===== config.mk =====
export PLATFORM = sky130hd
export DESIGN_NAME = vga_timing_gen
export DESIGN_NICKNAME = d
export VERILOG_FILES = /design/src/rtl/vga_timing_pkg.sv /design/src/rtl/vga_axis_counter.sv /design/src/rtl/vga_timing_gen.sv
export SDC_FILE = /design/constraint.sdc
export NUM_CORES = 1
export LEC_CHECK = 0
export BUFFER_PORTS_ARGS = -buffer_cell sky130_fd_sc_hd__buf_4
export CAP_MARGIN = 30
export CORE_ASPECT_RATIO = 0.6
export CORE_UTILIZATION = 45
export DETAILED_ROUTE_END_ITERATION = 6
export GPL_ROUTABILITY_DRIVEN = 0
export HOLD_SLACK_MARGIN = 0.05
export PLACE_DENSITY = 0.68
export SETUP_SLACK_MARGIN = 0.3
export SLEW_MARGIN = 20
export SYNTH_ARGS = -nofsm -noshare
export SYNTH_HDL_FRONTEND = slang
export SYNTH_SLANG_ARGS = --single-unit

===== constraint.sdc =====
create_clock -name Clk -period 2.9 [get_ports Clk]
set_input_delay 0.29 -clock Clk [delete_from_list [all_inputs] [get_ports Clk]]
set_output_delay 0.29 -clock Clk [all_outputs]
set_load 0.05 [all_outputs]

===== src/rtl/vga_timing_pkg.sv =====
// Shared types, video-mode presets and helpers for the VGA timing generator.
//   coord_t        : coordinate type at the default 10-bit width
//   axis_timing_t  : active/front-porch/sync/back-porch group for one axis
//   video_mode_t   : pixel-clock divider plus horizontal and vertical groups
//   total()        : sum of the four segments of an axis
package vga_timing_pkg;

  localparam int unsigned CW_DEFAULT = 10;

  typedef logic [CW_DEFAULT-1:0] coord_t;

  typedef struct packed {
    int unsigned active;
    int unsigned fp;
    int unsigned sync;
    int unsigned bp;
  } axis_timing_t;

  typedef struct packed {
    int unsigned  clk_div;
    axis_timing_t h;
    axis_timing_t v;
  } video_mode_t;

  // 25 MHz pixel clock from a 50 MHz system clock.
  localparam video_mode_t MODE_640x480_60 = '{
    clk_div: 2,
    h: '{active: 640, fp: 16, sync: 96, bp: 48},
    v: '{active: 480, fp: 10, sync: 2,  bp: 33}
  };

  // 50 MHz pixel clock, so the system clock is used directly.
  localparam video_mode_t MODE_800x600_72 = '{
    clk_div: 1,
    h: '{active: 800, fp: 56, sync: 120, bp: 64},
    v: '{active: 600, fp: 37, sync: 6,   bp: 23}
  };

  function automatic int unsigned total(input int unsigned active,
                                        input int unsigned fp,
                                        input int unsigned sync,
                                        input int unsigned bp);
    return active + fp + sync + bp;
  endfunction

endpackage


===== src/rtl/vga_axis_counter.sv =====
// One axis (horizontal or vertical) of the VGA raster.
//   Clk         : system clock
//   Reset       : synchronous clear (active-high), forces count to 0
//   step        : advance the count by one this cycle
//   count       : registered position on the axis
//   next_count  : value count takes at the coming edge
//   wrap        : this cycle's step moves count from TOTAL-1 back to 0
//   sync_active : next_count lies in the sync segment (polarity-free)
//   sync_level  : sync_active driven to the POL polarity
//   visible     : next_count lies in the active segment
// The decodes describe next_count so the parent can register them on the
// same edge as count and keep position and sync/blank skew-free.
module vga_axis_counter
  import vga_timing_pkg::*;
#(
  parameter int unsigned ACTIVE = 640,
  parameter int unsigned FP     = 16,
  parameter int unsigned SYNC   = 96,
  parameter int unsigned BP     = 48,
  parameter bit          POL    = 1'b0,
  parameter int unsigned CW     = 10
) (
  input  logic          Clk,
  input  logic          Reset,
  input  logic          step,
  output logic [CW-1:0] count,
  output logic [CW-1:0] next_count,
  output logic          wrap,
  output logic          sync_active,
  output logic          sync_level,
  output logic          visible
);

  localparam int unsigned   TOTAL      = total(ACTIVE, FP, SYNC, BP);
  localparam logic [CW-1:0] LAST       = CW'(TOTAL - 1);
  // One extra bit so segment ends equal to 2^CW still compare correctly.
  localparam logic [CW:0]   ACTIVE_END = (CW+1)'(ACTIVE);
  localparam logic [CW:0]   SYNC_START = (CW+1)'(ACTIVE + FP);
  localparam logic [CW:0]   SYNC_END   = (CW+1)'(ACTIVE + FP + SYNC);

  if (longint'(TOTAL) > (longint'(1) << CW)) begin : g_total_check
    $error("vga_axis_counter: total %0d does not fit in %0d bits", TOTAL, CW);
  end

  logic [CW:0] next_ext;

  // NOTE: the default assignment comes first so every path through the block
  // drives next_count; a missing branch would otherwise infer a latch.
  always_comb begin
    next_count = count;
    if (Reset) begin
      next_count = '0;
    end else if (step) begin
      next_count = (count == LAST) ? '0 : count + CW'(1);
    end
  end

  // NOTE: state registers use non-blocking assignments so every flop samples
  // the pre-edge values, independent of block evaluation order.
  always_ff @(posedge Clk) begin
    if (Reset) count <= '0;
    else       count <= next_count;
  end

  assign wrap        = ~Reset & step & (count == LAST);
  assign next_ext    = {1'b0, next_count};
  assign visible     = next_ext < ACTIVE_END;
  assign sync_active = ~Reset & (next_ext >= SYNC_START) & (next_ext < SYNC_END);
  assign sync_level  = sync_active ? POL : ~POL;

endmodule


===== src/rtl/vga_timing_gen.sv =====
// Parametrised VGA timing generator.
//   Clk          : system clock
//   Reset        : synchronous, active-high; has priority over Enable
//   Enable       : 1 = run, 0 = hold everything in the reset state
//   pixel_ce     : one-Clk pulse per pixel period (from registered state)
//   hs, vs       : syncs with HS_POL / VS_POL polarity
//   blank        : 1 on visible pixels while running
//   sync         : composite sync, low while hs or vs is asserted
//   DrawX, DrawY : raw raster position
//   PlayX, PlayY : (Draw + offset) mod 2^CW, shifted right by SCALE_LOG2
//   line_start   : strobe on every DrawX wrap
//   frame_start  : strobe on the wrap to (0,0)
//   vblank_start : strobe when DrawY steps from V_ACTIVE-1 to V_ACTIVE
// Every output except pixel_ce is registered from next-state counts, so it
// changes on the same edge as DrawX/DrawY.
module vga_timing_gen
  import vga_timing_pkg::*;
#(
  parameter int unsigned CLK_DIV    = MODE_640x480_60.clk_div,
  parameter int unsigned H_ACTIVE   = MODE_640x480_60.h.active,
  parameter int unsigned H_FP       = MODE_640x480_60.h.fp,
  parameter int unsigned H_SYNC     = MODE_640x480_60.h.sync,
  parameter int unsigned H_BP       = MODE_640x480_60.h.bp,
  parameter int unsigned V_ACTIVE   = MODE_640x480_60.v.active,
  parameter int unsigned V_FP       = MODE_640x480_60.v.fp,
  parameter int unsigned V_SYNC     = MODE_640x480_60.v.sync,
  parameter int unsigned V_BP       = MODE_640x480_60.v.bp,
  parameter bit          HS_POL     = 1'b0,
  parameter bit          VS_POL     = 1'b0,
  parameter int unsigned X_OFFSET   = 0,
  parameter int unsigned Y_OFFSET   = 0,
  parameter int unsigned SCALE_LOG2 = 0,
  parameter int unsigned CW         = 10
) (
  input  logic          Clk,
  input  logic          Reset,
  input  logic          Enable,
  output logic          pixel_ce,
  output logic          hs,
  output logic          vs,
  output logic          blank,
  output logic          sync,
  output logic [CW-1:0] DrawX,
  output logic [CW-1:0] DrawY,
  output logic [CW-1:0] PlayX,
  output logic [CW-1:0] PlayY,
  output logic          line_start,
  output logic          frame_start,
  output logic          vblank_start
);

  localparam int unsigned    DIV_W      = (CLK_DIV > 1) ? $clog2(CLK_DIV) : 1;
  localparam logic [DIV_W-1:0] DIV_LAST = DIV_W'(CLK_DIV - 1);
  localparam logic [CW-1:0]  X_OFF      = CW'(X_OFFSET);
  localparam logic [CW-1:0]  Y_OFF      = CW'(Y_OFFSET);
  localparam logic [CW-1:0]  PLAY_X_RST = X_OFF >> SCALE_LOG2;
  localparam logic [CW-1:0]  PLAY_Y_RST = Y_OFF >> SCALE_LOG2;
  localparam logic [CW-1:0]  V_ACT_C    = CW'(V_ACTIVE);

  if (CLK_DIV < 1) begin : g_div_check
    $error("vga_timing_gen: CLK_DIV must be at least 1");
  end

  logic             clear;
  logic             running;
  logic [DIV_W-1:0] div_cnt;
  logic [CW-1:0]    h_count, h_next, v_count, v_next;
  logic             h_wrap, h_sync_active, h_sync_level, h_visible;
  logic             v_wrap, v_sync_active, v_sync_level, v_visible;
  logic [CW-1:0]    play_x_sum, play_y_sum;

  assign clear = Reset | ~Enable;

  // running delays the divider by one Clk after release, so the first pixel
  // advance lands CLK_DIV Clks after the first running edge, for any CLK_DIV.
  always_ff @(posedge Clk) begin
    if (clear) begin
      running <= 1'b0;
      div_cnt <= '0;
    end else begin
      running <= 1'b1;
      if (running) div_cnt <= (div_cnt == DIV_LAST) ? '0 : div_cnt + DIV_W'(1);
    end
  end

  assign pixel_ce = running & (div_cnt == DIV_LAST);

  vga_axis_counter #(
    .ACTIVE(H_ACTIVE), .FP(H_FP), .SYNC(H_SYNC), .BP(H_BP), .POL(HS_POL), .CW(CW)
  ) u_h_axis (
    .Clk(Clk), .Reset(clear), .step(pixel_ce),
    .count(h_count), .next_count(h_next), .wrap(h_wrap),
    .sync_active(h_sync_active), .sync_level(h_sync_level), .visible(h_visible)
  );

  // The vertical axis steps only on a horizontal wrap, which keeps vs
  // line-aligned.
  vga_axis_counter #(
    .ACTIVE(V_ACTIVE), .FP(V_FP), .SYNC(V_SYNC), .BP(V_BP), .POL(VS_POL), .CW(CW)
  ) u_v_axis (
    .Clk(Clk), .Reset(clear), .step(h_wrap),
    .count(v_count), .next_count(v_next), .wrap(v_wrap),
    .sync_active(v_sync_active), .sync_level(v_sync_level), .visible(v_visible)
  );

  assign DrawX      = h_count;
  assign DrawY      = v_count;
  // CW-bit sums wrap modulo 2^CW before the logical shift.
  assign play_x_sum = h_next + X_OFF;
  assign play_y_sum = v_next + Y_OFF;

  // NOTE: the clear branch spells out the idle values even though the
  // next-state decode would also produce them, so the reset state can be
  // read here without tracing the axis counters.
  always_ff @(posedge Clk) begin
    if (clear) begin
      hs           <= ~HS_POL;
      vs           <= ~VS_POL;
      blank        <= 1'b0;
      sync         <= 1'b1;
      line_start   <= 1'b0;
      frame_start  <= 1'b0;
      vblank_start <= 1'b0;
      PlayX        <= PLAY_X_RST;
      PlayY        <= PLAY_Y_RST;
    end else begin
      hs           <= h_sync_level;
      vs           <= v_sync_level;
      blank        <= h_visible & v_visible;
      sync         <= ~(h_sync_active | v_sync_active);
      line_start   <= h_wrap;
      frame_start  <= h_wrap & v_wrap;
      vblank_start <= h_wrap & (v_next == V_ACT_C);
      PlayX        <= play_x_sum >> SCALE_LOG2;
      PlayY        <= play_y_sum >> SCALE_LOG2;
    end
  end

endmodule


Word-level counts from Yosys, hierarchy flattened
Cells that the tools add are included.

cells by class
  multipliers = 0
  bitwise logic cells = 17
  $add $sub $neg = 3
  div/mod/pow operators = 0
  magnitude comparators = 6
  multiplexer cells = 10
  equal/unequal tests = 3
  shift operators = 0
  reductions and logical operators = 0

operators by type and width
  operator               number
  $mux 10                6
  $add 10x1->10 const B  2
  $eq 10x10->1 const B   2
  $lt 10x10->1 const B   2
  $lt 10x9->1 const B    2
  $and 1x1->1            12
  $eq 10x9->1 const B    1
  $ge 10x10->1 const B   1
  $ge 10x9->1 const B    1
  $mux 1                 4
  $not 1->1              3
  $or 1x1->1             2
  $add 1x1->1 const B    1

storage, ports and cells
  bits in read-only memories = 0
  memories = 0
  RAM bits = 0
  latch bits = 0
  logic and storage cells = 50
  register bits = 29
  input bits = 3

Logic depth before layout (Yosys ltp)
Gate-level depths: netlist (run 1).

  depth after elaboration = 12
  depth in mapped cells = 9

Modules after synthesis
A second synthesis (run 1) with hierarchy kept.

unflattened totals
  cells, all modules = 236
  area, all modules = 2152.1 µm²

modules (own cells, without submodules)
  module                        instances  sequential area each (µm²)  area each (µm²)  cells an instance
  vga_timing_gen                1          580.6                       825.8            67
  vga_axis_counter at u_h_axis  1          200.2                       664.4            84
  vga_axis_counter at u_v_axis  1          200.2                       661.9            85

Worst setup path before layout (run 1)
No wires, ideal clock.

  path kind = register to register
  from = register u_h_axis.count[0]
  to = register sync
  clock period less this slack = 2.636 ns
  path slack = 0.264 ns
  data arrival time = 2.505 ns
  stages on the path, launching flop included = 8
  path through = dfxtp_1 ha_1 nand3_1 or4b_4 or4_4 a21oi_2 and4_4 a31oi_1

on the way
  cells in the longest elaborated chain, start to end = 9
  elaborated cells between the ends (all ways) = 18

ends and longest elaborated chain
  element                                        RTL line                                        RTL
  from (decl)                                    vga_axis_counter.sv:26                          output logic [CW-1:0] count,
  from (signal assigned)                         vga_axis_counter.sv:62                          else count <= next_count;
  $add 10x1->10 or $eq 10x10->1 (tied branches)  vga_axis_counter.sv:54, vga_axis_counter.sv:65
  $mux 10 or $and 1x1->1 (tied branches)         vga_axis_counter.sv:54, vga_axis_counter.sv:65
  $mux 10                                        vga_axis_counter.sv:53                          end else if (step) begin
  $mux 10                                        vga_axis_counter.sv:51                          if (Reset) begin
  $ge 10x10->1 or $ge 10x9->1 (tied branches)    vga_axis_counter.sv:68                          assign sync_active = ~Reset & (next_ext >= SYNC_START) & (next_ext < SYNC_END);
  $and 1x1->1 (2 in series)                      vga_axis_counter.sv:68
  $or 1x1->1 *                                   vga_timing_gen.sv:130                           sync <= ~(h_sync_active | v_sync_active);
  $not 1->1 *                                    vga_timing_gen.sv:130
  to (signal assigned)                           vga_timing_gen.sv:130
  to (decl)                                      vga_timing_gen.sv:42                            output logic sync,

Mark *: on every way between the ends. The rest lies on a longest branch, timed or not.
A chain may end at the register's enable or synchronous reset.

Worst setup path after layout (run 1)
  from = register running
  to = register vblank_start

on the way
  cells in the longest elaborated chain, start to end = 7

ends and longest elaborated chain
  element                      RTL line                RTL
  from (decl)                  vga_timing_gen.sv:65    logic running;
  from (signal assigned)       vga_timing_gen.sv:78    running <= 1'b0;
  from (signal assigned)       vga_timing_gen.sv:81    running <= 1'b1;
  $and 1x1->1 *                vga_timing_gen.sv:86    assign pixel_ce = running & (div_cnt == DIV_LAST);
  $and 1x1->1 * (2 in series)  vga_axis_counter.sv:65  assign wrap = ~Reset & step & (count == LAST);
  $mux 10                      vga_axis_counter.sv:53
  $mux 10                      vga_axis_counter.sv:51
  $eq 10x9->1                  vga_timing_gen.sv:133   vblank_start <= h_wrap & (v_next == V_ACT_C);
  $and 1x1->1 *                vga_timing_gen.sv:133
  to (signal assigned)         vga_timing_gen.sv:133
  to (decl)                    vga_timing_gen.sv:49    output logic vblank_start

Marks and branches as above.

==> metrics.json, run 1 <==
{
  "commonest_non_fill_non_tap_cell_in_the_layout": "sky130_fd_sc_hd__buf_4",
  "area_of_the_core_region_um2": 3320,
  "synth_top_cell_area_share_pct": 36.3,
  "antenna_cells": 0,
  "worstPathMaxFanout": 12,
  "critPathKind": "flop to flop",
  "clockBufferDepth": 2,
  "core.rowCount": 16,
  "period_minus_slack_ns": 2.43,
  "timing.critical_path.from_type": "flop",
  "hold_violations": 0,
  "p_int_w": 0.000574,
  "post-dp-hpwl_um": 2920,
  "most-common-layout-cells": "sky130_fd_sc_hd__buf_4, sky130_fd_sc_hd__dfxtp_1, sky130_fd_sc_hd__nand2_1, sky130_fd_sc_hd__nand3_1, sky130_fd_sc_hd__nor2_1",
  "power_switching_w": 0.000177,
  "start_util_pct": 48.1,
  "share_clk_of_total_power_pct": 43.0,
  "yosys_warnings": 0,
  "die_y_um": 48.2,
  "antenna_found_initial": 0,
  "flow.area_growth_from_synthesis_pct": 24.9,
  "seq_power_share_pct": 53.6,
  "post_synth_inst_count": 182,
  "clock_insertion_delay_worst_skew_ns": 0.28,
  "rsz0062_at_grt": "false",
  "cts_inserted_buffers": 5,
  "mappedNetlistArea_um2": 1600,
  "cts_hold_buffers": 0,
  "worst_clock_skew_ns": 0.00601,
  "max_slew_headroom_at_the_worst_pin_pct": 72.6,
  "design.die.area_um2": 3800,
  "antenna_viol_nets_final": 0,
  "arrival_ns": 2.66,
  "postSynthNetCount": 188,
  "postSynthRegisterBits": 29,
  "path_clk_slew_ns": 0.07,
  "grt_util_all_layers_pct": 22.7,
  "initialDrtViolationCount": 126,
  "cap_viol_max_count": 0,
  "first_pass_grt_wire_length_um": 6250,
  "clock-root-buffer": "sky130_fd_sc_hd__clkbuf_8",
  "yosysSeqAreaShare_pct": 36.3,
  "worst_hold_slack_ns": 0.482,
  "fin_setup_tns_ns": 0,
  "tritoncts": "yes",
  "maximum_number_of_pins_on_one_net_before_global_route_repair": 18,
  "largest_cells_by_area_after_synthesis": "sky130_fd_sc_hd__dfxtp_1, sky130_fd_sc_hd__buf_4, sky130_fd_sc_hd__nand3_1, sky130_fd_sc_hd__a21oi_1, sky130_fd_sc_hd__nand2_1",
  "clock.fmax_ghz": 0.412,
  "seq_area_um2": 583,
  "viasPerCell": 5.66,
  "holdCritPathClass": "input port to flop",
  "post_synth_edffs": 0,
  "detail_route.wirelength_um": 3980,
  "vdd.ir_drop.worst_uv": 237,
  "floorplan.die.width_um": 78.9,
  "final_layout_size_suffix_gt1_share_pct": 36.1,
  "power.switching_fraction_pct": 23.6,
  "dr_total_vias": 1495,
  "grt_overflow_total": 0,
  "io-pin-count": 51,
  "count_of_port_buffers_added_during_placement": 50,
  "drt_drc_violations_left": 0,
  "routed_wire_length_per_instance_um": 15.1,
  "timing.final.crit_share_pct": 83.7,
  "synthesis.area_per_instance_um2": 8.78,
  "netlist-cell-type-count": 48,
  "synthFlopType": "sky130_fd_sc_hd__dfxtp_1",
  "multi_input_area_um2": 827,
  "synth_area_leader_cell": "sky130_fd_sc_hd__dfxtp_1",
  "max_slew_violation_count": 0,
  "critPathCaptureType": "flop",
  "timing_worst_slew_pin_value_ns": 0.408,
  "detailedRoute.firstPassIterationCount": 4,
  "cts-htree-levels": 2,
  "finalSetupViolations": 0,
  "clock-sinks": 29,
  "final_core_utilization_pct": 60.1,
  "run_status": "completed",
  "ys_async_rst_share_pct": 0,
  "power.leakage_nw": 0.824,
  "power_per_cell_area_nw_per_um2": 376,
  "grt_pass1_vias": 1256,
  "final.fill_count": 308,
  "nNetsFinal": 224,
  "critPathRequiredTime_ns": 3.13,
  "power.combinational.fraction_pct": 3.4
}
## cells by family after synthesis
| logic type | share of synthesized area, % |
|---|---|
| and+or+nand+nor | 31.0 |
| adders and majority gates | 2.35 |
| muxes | 0.626 |
| DFF | 36.3 |
| AOI/OAI and AO/OA | 13.2 |
| buffers and inverters | 13.2 |
| xor gates and xnor gates | 3.29 |
## timing repair
item                       in CTS  in global routing
resized for setup               0                  6
setup endpoints to repair       0                  4
setup buffers                   0                  3
## cells in the mapped netlist, types with 3 or more instances
cell	n
sky130_fd_sc_hd__a21oi_1	10
sky130_fd_sc_hd__a31oi_1	3
sky130_fd_sc_hd__and3_1	6
sky130_fd_sc_hd__buf_4	20
sky130_fd_sc_hd__clkbuf_1	4
sky130_fd_sc_hd__dfxtp_1	29
sky130_fd_sc_hd__ha_1	3
sky130_fd_sc_hd__inv_1	8
sky130_fd_sc_hd__nand2_1	13
sky130_fd_sc_hd__nand2b_1	3
sky130_fd_sc_hd__nand3_1	13
sky130_fd_sc_hd__nor2_1	11
sky130_fd_sc_hd__nor3_1	3
sky130_fd_sc_hd__nor4_1	5
sky130_fd_sc_hd__o21ai_0	3
sky130_fd_sc_hd__o31ai_1	3
sky130_fd_sc_hd__xnor2_1	5
## stage by stage
| stage | instances | power [W] | worst slack [ns] | area [µm²] |
|---|---|---|---|---|
| finish | 264 | 0.000751 | 0.472 | 2000 |
| detailed placement | 253 | 0.000436 | 0.483 | 1870 |
| floorplan | 182 | 0.000428 | 0.411 | 1600 |
| global placement | 253 | 0.000435 | 0.525 | 1870 |
| CTS | 261 | 0.000755 | 0.468 | 1950 |
| global route | 264 | 0.000780 | 0.317 | 2000 |
## power groups by stage
| stage | combinational [W] | clock, W | sequential, W |
|---|---|---|---|
| finish | 0.0000257 | 0.000322 | 0.000402 |
| global placement | 0.0000241 | 0 | 0.000411 |
| detailed placement | 0.0000242 | 0 | 0.000411 |
| CTS | 0.0000244 | 0.000328 | 0.000402 |
| floorplan | 0.0000146 | 0 | 0.000414 |
| global route | 0.0000277 | 0.000350 | 0.000402 |
## critical path: stages (launching register included)
cell	delay, ns
sky130_fd_sc_hd__dfxtp_1	0.41
sky130_fd_sc_hd__nand2_1	0.29
sky130_fd_sc_hd__or4b_4	0.66
sky130_fd_sc_hd__or4_4	0.44
sky130_fd_sc_hd__a21oi_2	0.17
sky130_fd_sc_hd__and4_4	0.26
sky130_fd_sc_hd__and3_1	0.15
## layer usage
metal	vias to the layer above	routed length (µm)	track usage (%)
li1	724	-	-
met1	677	1860	30.7
met2	86	1620	33.7
met3	8	437	8.79
met4	0	57	7.64
met5	-	0	0
## layout make-up
| class | instances | share of cell area (%) |
|---|---|---|
| Multi-Input combinational cell | 119 | 41.4 |
| Sequential cell | 29 | 29.2 |
| Timing Repair Buffer | 55 | 20.7 |
| Clock buffer | 5 | 3.45 |
| Tap cell | 45 | 2.82 |
| Inverter | 8 | 1.50 |
| Clock inverter | 3 | 0.878 |
## sequential cells by signal (all words and copies together) (netlist names)
signal / flops
sync: 1
hs: 1
u_h_axis.count: 10
u_v_axis.count: 10
running: 1
vs: 1
vblank_start: 1
line_start: 1
blank: 1
div_cnt: 1
frame_start: 1
## path summary, 6_finish.rpt
| check | end | slack (ns) | depth (start not counted) | from |
|---|---|---|---|---|
| setup reg to reg | vblank_start$_SDFF_PN0_ | 0.47 | 6 | running$_DFF_P_ |
| hold / removal | running$_DFF_P_ | 0.48 | 3 | Reset |
| hold reg to reg | u_h_axis.count[0]$_SDFF_PN0_ | 0.50 | 2 | u_h_axis.count[0]$_SDFF_PN0_ |
| setup / recovery | vblank_start$_SDFF_PN0_ | 0.47 | 6 | running$_DFF_P_ |
Power figures use the tool's default switching activity.
==> run 2, diff against run 1 <==
Clock period 2.9 ns to 2.45 ns, I/O delays scaled along.
==> metrics.json, run 2 (synthesized netlist as in run 1, its figures left out) <==
{
  "critPathCaptureType": {"value": "flop", "change": "unchanged"},
  "detail_route.wirelength": {"value": 4380, "unit": "µm", "change": "was 3980 µm"},
  "hold_path_end": {"value": "running$_DFF_P_", "change": "unchanged"},
  "fin_setup_tns": {"value": 0, "unit": "ns", "change": "unchanged"},
  "clockBufferDepth": {"value": 2, "change": "unchanged"},
  "cts-htree-levels": {"value": 2, "change": "unchanged"},
  "routed_wire_length_per_instance": {"value": 15.7, "unit": "µm", "change": "was 15.1 µm"},
  "multi_input_area": {"value": 890, "unit": "µm²", "change": "was 827 µm²"},
  "dr_total_vias": {"value": 1577, "change": "was 1495"},
  "viasPerCell": {"value": 5.65, "change": "was 5.66"},
  "critical_path.cell_chain": {"value": "ha_4 -> nand3_4 -> or4b_4 -> or4_4 -> a21oi_4 -> and4_4 -> and3_1", "change": "was nand2_1 -> or4b_4 -> or4_4 -> a21oi_2 -> and4_4 -> and3_1"},
  "grt_overflow_total": {"value": 0, "change": "unchanged"},
  "seq_area": {"value": 622, "unit": "µm²", "change": "was 583 µm²"},
  "flow.area_growth_from_synthesis": {"value": 41.0, "unit": "%", "change": "was 24.9%"},
  "cts_inserted_buffers": {"value": 5, "change": "unchanged"},
  "core.rowCount": {"value": 16, "change": "unchanged"},
  "post-dp-hpwl": {"value": 2930, "unit": "µm", "change": "was 2920 µm"},
  "worstSetupStartpoint": {"value": "u_h_axis.count[1]$_SDFF_PN0_", "change": "was running$_DFF_P_"},
  "tritoncts": {"value": "yes", "change": "unchanged"},
  "floorplan.die.width": {"value": 78.9, "unit": "µm", "change": "unchanged"},
  "timing_worst_slew_pin_value": {"value": 0.440, "unit": "ns", "change": "was 0.408 ns"},
  "worst_clock_skew": {"value": 0.00621, "unit": "ns", "change": "was 0.00601 ns"},
  "period_minus_slack": {"value": 2.13, "unit": "ns", "change": "was 2.43 ns"},
  "max_slew_headroom_at_the_worst_pin": {"value": 70.6, "unit": "%", "change": "was 72.6%"},
  "cpLargestDelayFamily": {"value": "simple AND/OR/NAND/NOR gates", "change": "unchanged"},
  "initialDrtViolationCount": {"value": 101, "change": "was 126"},
  "worst_r2r_endpoint": {"value": "vblank_start$_SDFF_PN0_", "change": "unchanged"},
  "die_y": {"value": 48.2, "unit": "µm", "change": "unchanged"},
  "grt_util_all_layers": {"value": 24.4, "unit": "%", "change": "was 22.7%"},
  "clock-root-buffer": {"value": "sky130_fd_sc_hd__clkbuf_8", "change": "unchanged"},
  "final.fill_count": {"value": 283, "change": "was 308"},
  "start_util": {"value": 48.1, "unit": "%", "change": "unchanged"},
  "maximum_number_of_pins_on_one_net_before_global_route_repair": {"value": 18, "change": "unchanged"},
  "worstReg2RegStart": {"value": "u_h_axis.count[1]$_SDFF_PN0_", "change": "was running$_DFF_P_"},
  "antenna_cells": {"value": 0, "change": "unchanged"},
  "ff2ff_path_depth": {"value": 7, "change": "was 6"},
  "cap_viol_max_count": {"value": 0, "change": "unchanged"},
  "cts_hold_buffers": {"value": 0, "change": "unchanged"},
  "first_pass_grt_wire_length": {"value": 6680, "unit": "µm", "change": "was 6250 µm"},
  "antenna_found_initial": {"value": 0, "change": "unchanged"},
  "final_layout_size_suffix_gt1_share": {"value": 49.6, "unit": "%", "change": "was 36.1%"},
  "vdd.ir_drop.worst": {"value": 352, "unit": "µV", "change": "was 237 µV"},
  "detailedRoute.firstPassIterationCount": {"value": 4, "change": "unchanged"},
  "max_slew_violation_count": {"value": 0, "change": "unchanged"},
  "critPathRequiredTime": {"value": 2.68, "unit": "ns", "change": "was 3.13 ns"},
  "min-delay-start": {"value": "Reset", "change": "unchanged"},
  "holdCritPathClass": {"value": "input port to flop", "change": "unchanged"},
  "run_status": {"value": "completed", "change": "unchanged"},
  "fin_cells": {"value": 279, "change": "was 264"},
  "arrival": {"value": 2.36, "unit": "ns", "change": "was 2.66 ns"},
  "rsz0062_at_grt": {"value": "true", "change": "was false"},
  "ff2ff_setup_slack": {"value": 0.32, "unit": "ns", "change": "was 0.47 ns"},
  "critPathMaxStageDelay": {"value": 0.52, "unit": "ns", "change": "was 0.66 ns"},
  "power_per_cell_area": {"value": 468, "unit": "nW/µm²", "change": "was 376 nW/µm²"},
  "design.die.area": {"value": 3800, "unit": "µm²", "change": "unchanged"},
  "critical_path.n_buffers_inverters": {"value": 0, "change": "unchanged"},
  "timing.critical_path.from_type": {"value": "flop", "change": "unchanged"},
  "finalSetupViolations": {"value": 0, "change": "unchanged"},
  "count_of_port_buffers_added_during_placement": {"value": 50, "change": "unchanged"},
  "reg.largest.list": {"value": "u_h_axis.count (10), u_v_axis.count (10)", "change": "unchanged"},
  "critPathSlowestCell": {"value": "sky130_fd_sc_hd__or4b_4", "change": "unchanged"},
  "path_clk_slew": {"value": 0.07, "unit": "ns", "change": "about the same"},
  "power.leakage": {"value": 0.931, "unit": "nW", "change": "was 0.824 nW"},
  "timing.final.crit_share": {"value": 86.9, "unit": "%", "change": "was 83.7%"},
  "clock-sinks": {"value": 29, "change": "unchanged"},
  "critPathKind": {"value": "flop to flop", "change": "unchanged"},
  "worstPathMaxFanout": {"value": 4, "change": "was 12"},
  "antenna_viol_nets_final": {"value": 0, "change": "unchanged"},
  "nNetsFinal": {"value": 239, "change": "was 224"},
  "timing.hold.worst_path_depth": {"value": 3, "change": "unchanged"},
  "placedCellCount": {"value": 256, "change": "was 253"},
  "grt_pass1_vias": {"value": 1344, "change": "was 1256"},
  "io-pin-count": {"value": 51, "change": "unchanged"},
  "clock.fmax": {"value": 0.470, "unit": "GHz", "change": "was 0.412 GHz"},
  "hold_violations": {"value": 0, "change": "unchanged"},
  "area_of_the_core_region": {"value": 3320, "unit": "µm²", "change": "unchanged"},
  "drt_drc_violations_left": {"value": 0, "change": "unchanged"},
  "commonest_non_fill_non_tap_cell_in_the_layout": {"value": "sky130_fd_sc_hd__buf_4", "change": "unchanged"},
  "clock_insertion_delay_worst_skew": {"value": 0.29, "unit": "ns", "change": "was 0.28 ns"},
  "most-common-layout-cells": {"value": "sky130_fd_sc_hd__buf_4, sky130_fd_sc_hd__nand3_1, sky130_fd_sc_hd__dfxtp_1", "change": "was sky130_fd_sc_hd__buf_4, sky130_fd_sc_hd__dfxtp_1, sky130_fd_sc_hd__nand2_1, sky130_fd_sc_hd__nand3_1, sky130_fd_sc_hd__nor2_1"}
}
run 2: cell types whose count changed in the layout (fill, tap and decap cells not counted), sizes merged:
cell / previous run / this run
buf: 55 / 70
bufinv: 0 / 1
clkinv: 2 / 1
clkinvlp: 1 / 0
clkbuf: 5 / 6
run 2: worst reg2reg max path, stage by stage (launching register included):
cell and delay, ns:
sky130_fd_sc_hd__dfxtp_4 0.36, sky130_fd_sc_hd__ha_4 0.14, sky130_fd_sc_hd__nand3_4 0.07, sky130_fd_sc_hd__or4b_4 0.52, sky130_fd_sc_hd__or4_4 0.45, sky130_fd_sc_hd__a21oi_4 0.14
sky130_fd_sc_hd__and4_4 0.25, sky130_fd_sc_hd__and3_1 0.14
run 2: power breakdown:
| part | total [W] | switching, W | internal, W | leakage, nW |
|---|---|---|---|---|
| Combinational | 0.0000326 | 0.0000223 | 0.0000102 | 0.619 |
| Clock | 0.000552 | 0.000190 | 0.000363 | 0.0663 |
| Sequential | 0.000468 | 0.00000296 | 0.000465 | 0.245 |
run 2: how the worst max path moves through the flow:
stage,end,slack (ns),cells past startpoint
final,vblank_start$_SDFF_PN0_,0.32,7
after global routing,vblank_start$_SDFF_PN0_,0.24,7
after CTS,sync$_SDFF_PN1_,0.29,7
after detailed placement,blank$_SDFF_PN0_,0.22,7
after global placement,blank$_SDFF_PN0_,0.24,7
after floorplan,sync$_SDFF_PN1_,0.24,7
run 2: layout make-up:
type,count,area share [%]
well taps,45,2.50
clock buffers,6,4.17
flip-flops and latches,29,27.6
multi-input cells,119,39.5
repair buffers,70,23.3
clock inverters,2,1.56
inverters,8,1.33
run 2: timing repair:
item	4_1_cts	5_1_grt
buffers inserted	12	3
endpoints found under the setup margin	4	5
pin swaps	5	4
resized for setup	9	9
run 2: stage by stage:
stage | cell area [µm²] | setup slack, ns | power, W | utilization [%] | hold WS, ns
floorplan | 1660 | 0.240 | 0.000502 | - | 0.533
global placement | 1950 | 0.238 | 0.000511 | 58.6 | 0.482
detailed placement | 1950 | 0.219 | 0.000512 | 58.6 | 0.490
CTS | 2190 | 0.286 | 0.00105 | 65.9 | 0.436
global route | 2250 | 0.240 | 0.00108 | 67.8 | 0.504
finish | 2250 | 0.321 | 0.00105 | 67.8 | 0.438
run 2: layer usage:
| layer | wire, µm | global-route usage, % | up-vias |
|---|---|---|---|
| li1 | - | - | 747 |
| met1 | 2060 | 34.3 | 744 |
| met2 | 1880 | 35.3 | 80 |
| met3 | 380 | 7.10 | 6 |
| met4 | 60 | 10.5 | 0 |
| met5 | 0 | 0 | - |
==> run 3, diff against run 2 <==
Settings changed: CTS_BUF_LIST set to sky130_fd_sc_hd__clkbuf_2.
==> metrics.json, run 3 (synthesized netlist as in run 1, its figures left out) <==
{
  "timing.critical_path.from_type": {"value": "flop", "change": "unchanged"},
  "timing.final.crit_share": {"value": 88.2, "unit": "%", "change": "was 86.9%"},
  "vdd.ir_drop.worst": {"value": 474, "unit": "µV", "change": "was 352 µV"},
  "io-pin-count": {"value": 51, "change": "unchanged"},
  "tritoncts": {"value": "yes", "change": "unchanged"},
  "ff2ff_path_depth": {"value": 7, "change": "unchanged"},
  "postLayoutSetupSlackWorst": {"value": 0.290, "unit": "ns", "change": "was 0.321 ns"},
  "worst_clock_skew": {"value": 0.0101, "unit": "ns", "change": "was 0.00621 ns"},
  "arrival": {"value": 2.48, "unit": "ns", "change": "was 2.36 ns"},
  "max_slew_headroom_at_the_worst_pin": {"value": 71.6, "unit": "%", "change": "was 70.6%"},
  "most-common-layout-cells": {"value": "sky130_fd_sc_hd__buf_4, sky130_fd_sc_hd__nand3_1, sky130_fd_sc_hd__dfxtp_1", "change": "unchanged"},
  "initialDrtViolationCount": {"value": 121, "change": "was 101"},
  "hold_violations": {"value": 0, "change": "unchanged"},
  "drt_drc_violations_left": {"value": 0, "change": "unchanged"},
  "first_pass_grt_wire_length": {"value": 6800, "unit": "µm", "change": "was 6680 µm"},
  "cts-htree-levels": {"value": 2, "change": "unchanged"},
  "finalSetupViolations": {"value": 0, "change": "unchanged"},
  "design.die.area": {"value": 3800, "unit": "µm²", "change": "unchanged"},
  "final_layout_size_suffix_gt1_share": {"value": 49.8, "unit": "%", "change": "was 49.6%"},
  "power.leakage": {"value": 0.927, "unit": "nW", "change": "was 0.931 nW"},
  "rsz0062_at_grt": {"value": "true", "change": "unchanged"},
  "flow.area_growth_from_synthesis": {"value": 39.2, "unit": "%", "change": "was 41.0%"},
  "detailedRoute.firstPassIterationCount": {"value": 4, "change": "unchanged"},
  "antenna_cells": {"value": 0, "change": "unchanged"},
  "grt_pass1_vias": {"value": 1379, "change": "was 1344"},
  "setup_slack_after_placement": {"value": 0.219, "unit": "ns", "change": "unchanged"},
  "viasPerCell": {"value": 5.57, "change": "was 5.65"},
  "commonest_non_fill_non_tap_cell_in_the_layout": {"value": "sky130_fd_sc_hd__buf_4", "change": "unchanged"},
  "count_of_port_buffers_added_during_placement": {"value": 50, "change": "unchanged"},
  "maximum_number_of_pins_on_one_net_before_global_route_repair": {"value": 18, "change": "unchanged"},
  "post-dp-hpwl": {"value": 2930, "unit": "µm", "change": "unchanged"},
  "reg.largest.list": {"value": "u_h_axis.count (10), u_v_axis.count (10)", "change": "unchanged"},
  "run_status": {"value": "completed", "change": "unchanged"},
  "power_per_cell_area": {"value": 426, "unit": "nW/µm²", "change": "was 468 nW/µm²"},
  "clock-root-buffer": {"value": "sky130_fd_sc_hd__clkbuf_2", "change": "was sky130_fd_sc_hd__clkbuf_8"},
  "antenna_viol_nets_final": {"value": 0, "change": "unchanged"},
  "fin_setup_tns": {"value": 0, "unit": "ns", "change": "unchanged"},
  "core.rowCount": {"value": 16, "change": "unchanged"},
  "clock.fmax": {"value": 0.463, "unit": "GHz", "change": "was 0.470 GHz"},
  "detail_route.wirelength": {"value": 4380, "unit": "µm", "change": "about the same"},
  "clock-sinks": {"value": 29, "change": "unchanged"},
  "period_minus_slack": {"value": 2.16, "unit": "ns", "change": "was 2.13 ns"},
  "critPathMaxStageDelay": {"value": 0.52, "unit": "ns", "change": "about the same"},
  "dr_total_vias": {"value": 1559, "change": "was 1577"},
  "critPathRequiredTime": {"value": 2.76, "unit": "ns", "change": "was 2.68 ns"},
  "grt_overflow_total": {"value": 0, "change": "unchanged"},
  "grt_util_all_layers": {"value": 24.9, "unit": "%", "change": "was 24.4%"},
  "critPathCaptureType": {"value": "flop", "change": "unchanged"},
  "timing.hold.worst_path_depth": {"value": 3, "change": "unchanged"},
  "max_slew_violation_count": {"value": 0, "change": "unchanged"},
  "area_of_the_core_region": {"value": 3320, "unit": "µm²", "change": "unchanged"},
  "timing_worst_slew_pin_value": {"value": 0.424, "unit": "ns", "change": "was 0.440 ns"},
  "antenna_found_initial": {"value": 0, "change": "unchanged"},
  "cts_inserted_buffers": {"value": 5, "change": "unchanged"},
  "clock_insertion_delay_worst_skew": {"value": 0.36, "unit": "ns", "change": "was 0.29 ns"},
  "worstPathMaxFanout": {"value": 4, "change": "unchanged"},
  "critPathKind": {"value": "flop to flop", "change": "unchanged"},
  "critical_path.cell_chain": {"value": "ha_4 -> nand3_4 -> or4b_4 -> or4_4 -> a21oi_4 -> and4_4 -> and3_1", "change": "unchanged"},
  "path_clk_slew": {"value": 0.15, "unit": "ns", "change": "was 0.07 ns"},
  "floorplan.die.width": {"value": 78.9, "unit": "µm", "change": "unchanged"},
  "die_y": {"value": 48.2, "unit": "µm", "change": "unchanged"},
  "holdCritPathClass": {"value": "input port to flop", "change": "unchanged"},
  "cts_hold_buffers": {"value": 0, "change": "unchanged"},
  "nNetsFinal": {"value": 240, "change": "was 239"},
  "cap_viol_max_count": {"value": 0, "change": "unchanged"},
  "routed_wire_length_per_instance": {"value": 15.6, "unit": "µm", "change": "was 15.7 µm"},
  "clockBufferDepth": {"value": 2, "change": "unchanged"},
  "start_util": {"value": 48.1, "unit": "%", "change": "unchanged"},
  "critPathSlowestCell": {"value": "sky130_fd_sc_hd__or4b_4", "change": "unchanged"}
}
-- run 3: path summary, 6_finish.rpt --
| check | start | endpoint | slack, ns |
|---|---|---|---|
| setup / recovery | u_h_axis.count[1]$_SDFF_PN0_ | vblank_start$_SDFF_PN0_ | 0.29 |
| hold / removal | Reset | running$_DFF_P_ | 0.34 |
| setup reg to reg | u_h_axis.count[1]$_SDFF_PN0_ | vblank_start$_SDFF_PN0_ | 0.29 |
| hold reg to reg | running$_DFF_P_ | div_cnt$_SDFFE_PN0P_ | 0.58 |
-- run 3: stage by stage --
step	hold WS, ns	util (%)	instance area (µm²)	power [W]	cells
floorplan	0.533	-	1660	0.000502	182
global placement	0.482	58.6	1950	0.000511	256
detailed placement	0.490	58.6	1950	0.000512	256
CTS	0.333	65.6	2180	0.000951	279
global route	0.388	66.9	2220	0.000980	280
finish	0.337	66.9	2220	0.000948	280
-- run 3: power breakdown --
part	leakage, nW	switching [W]	internal [W]
clock	0.0529	0.000174	0.000274
sequential	0.245	0.00000306	0.000465
combinational	0.629	0.0000221	0.0000103
-- run 3: worst max-delay path: cells and delay by family, from the launching register on --
kind,cells,cell delay (ns)
flops,1,0.39
simple gates,5,1.46
compound gates,1,0.14
fa+ha+maj,1,0.14
-- run 3: layer usage --
metal | GRT usage [%] | vias to the layer above | wire [µm]
met3 | 7.48 | 5 | 371
met5 | 0 | - | 0
met4 | 8.73 | 0 | 29
li1 | - | 755 | -
met1 | 35.8 | 730 | 2150
met2 | 35.5 | 69 | 1830
-- run 3: layout make-up --
cell class,instances,area (µm²)
repair buffers,71,533
well taps,45,56.3
inverters,8,30.0
fillers,284,1100
flip-flops and latches,29,624
clock buffers,5,25.0
multi-input cells,119,890
clock inverters,3,65.1
-- run 3: what timing repair did --
action | in CTS | in global routing
resized for setup | 12 | 7
setup endpoints to repair | 5 | 5
pin swaps | 5 | 6
setup buffers | 15 | 1
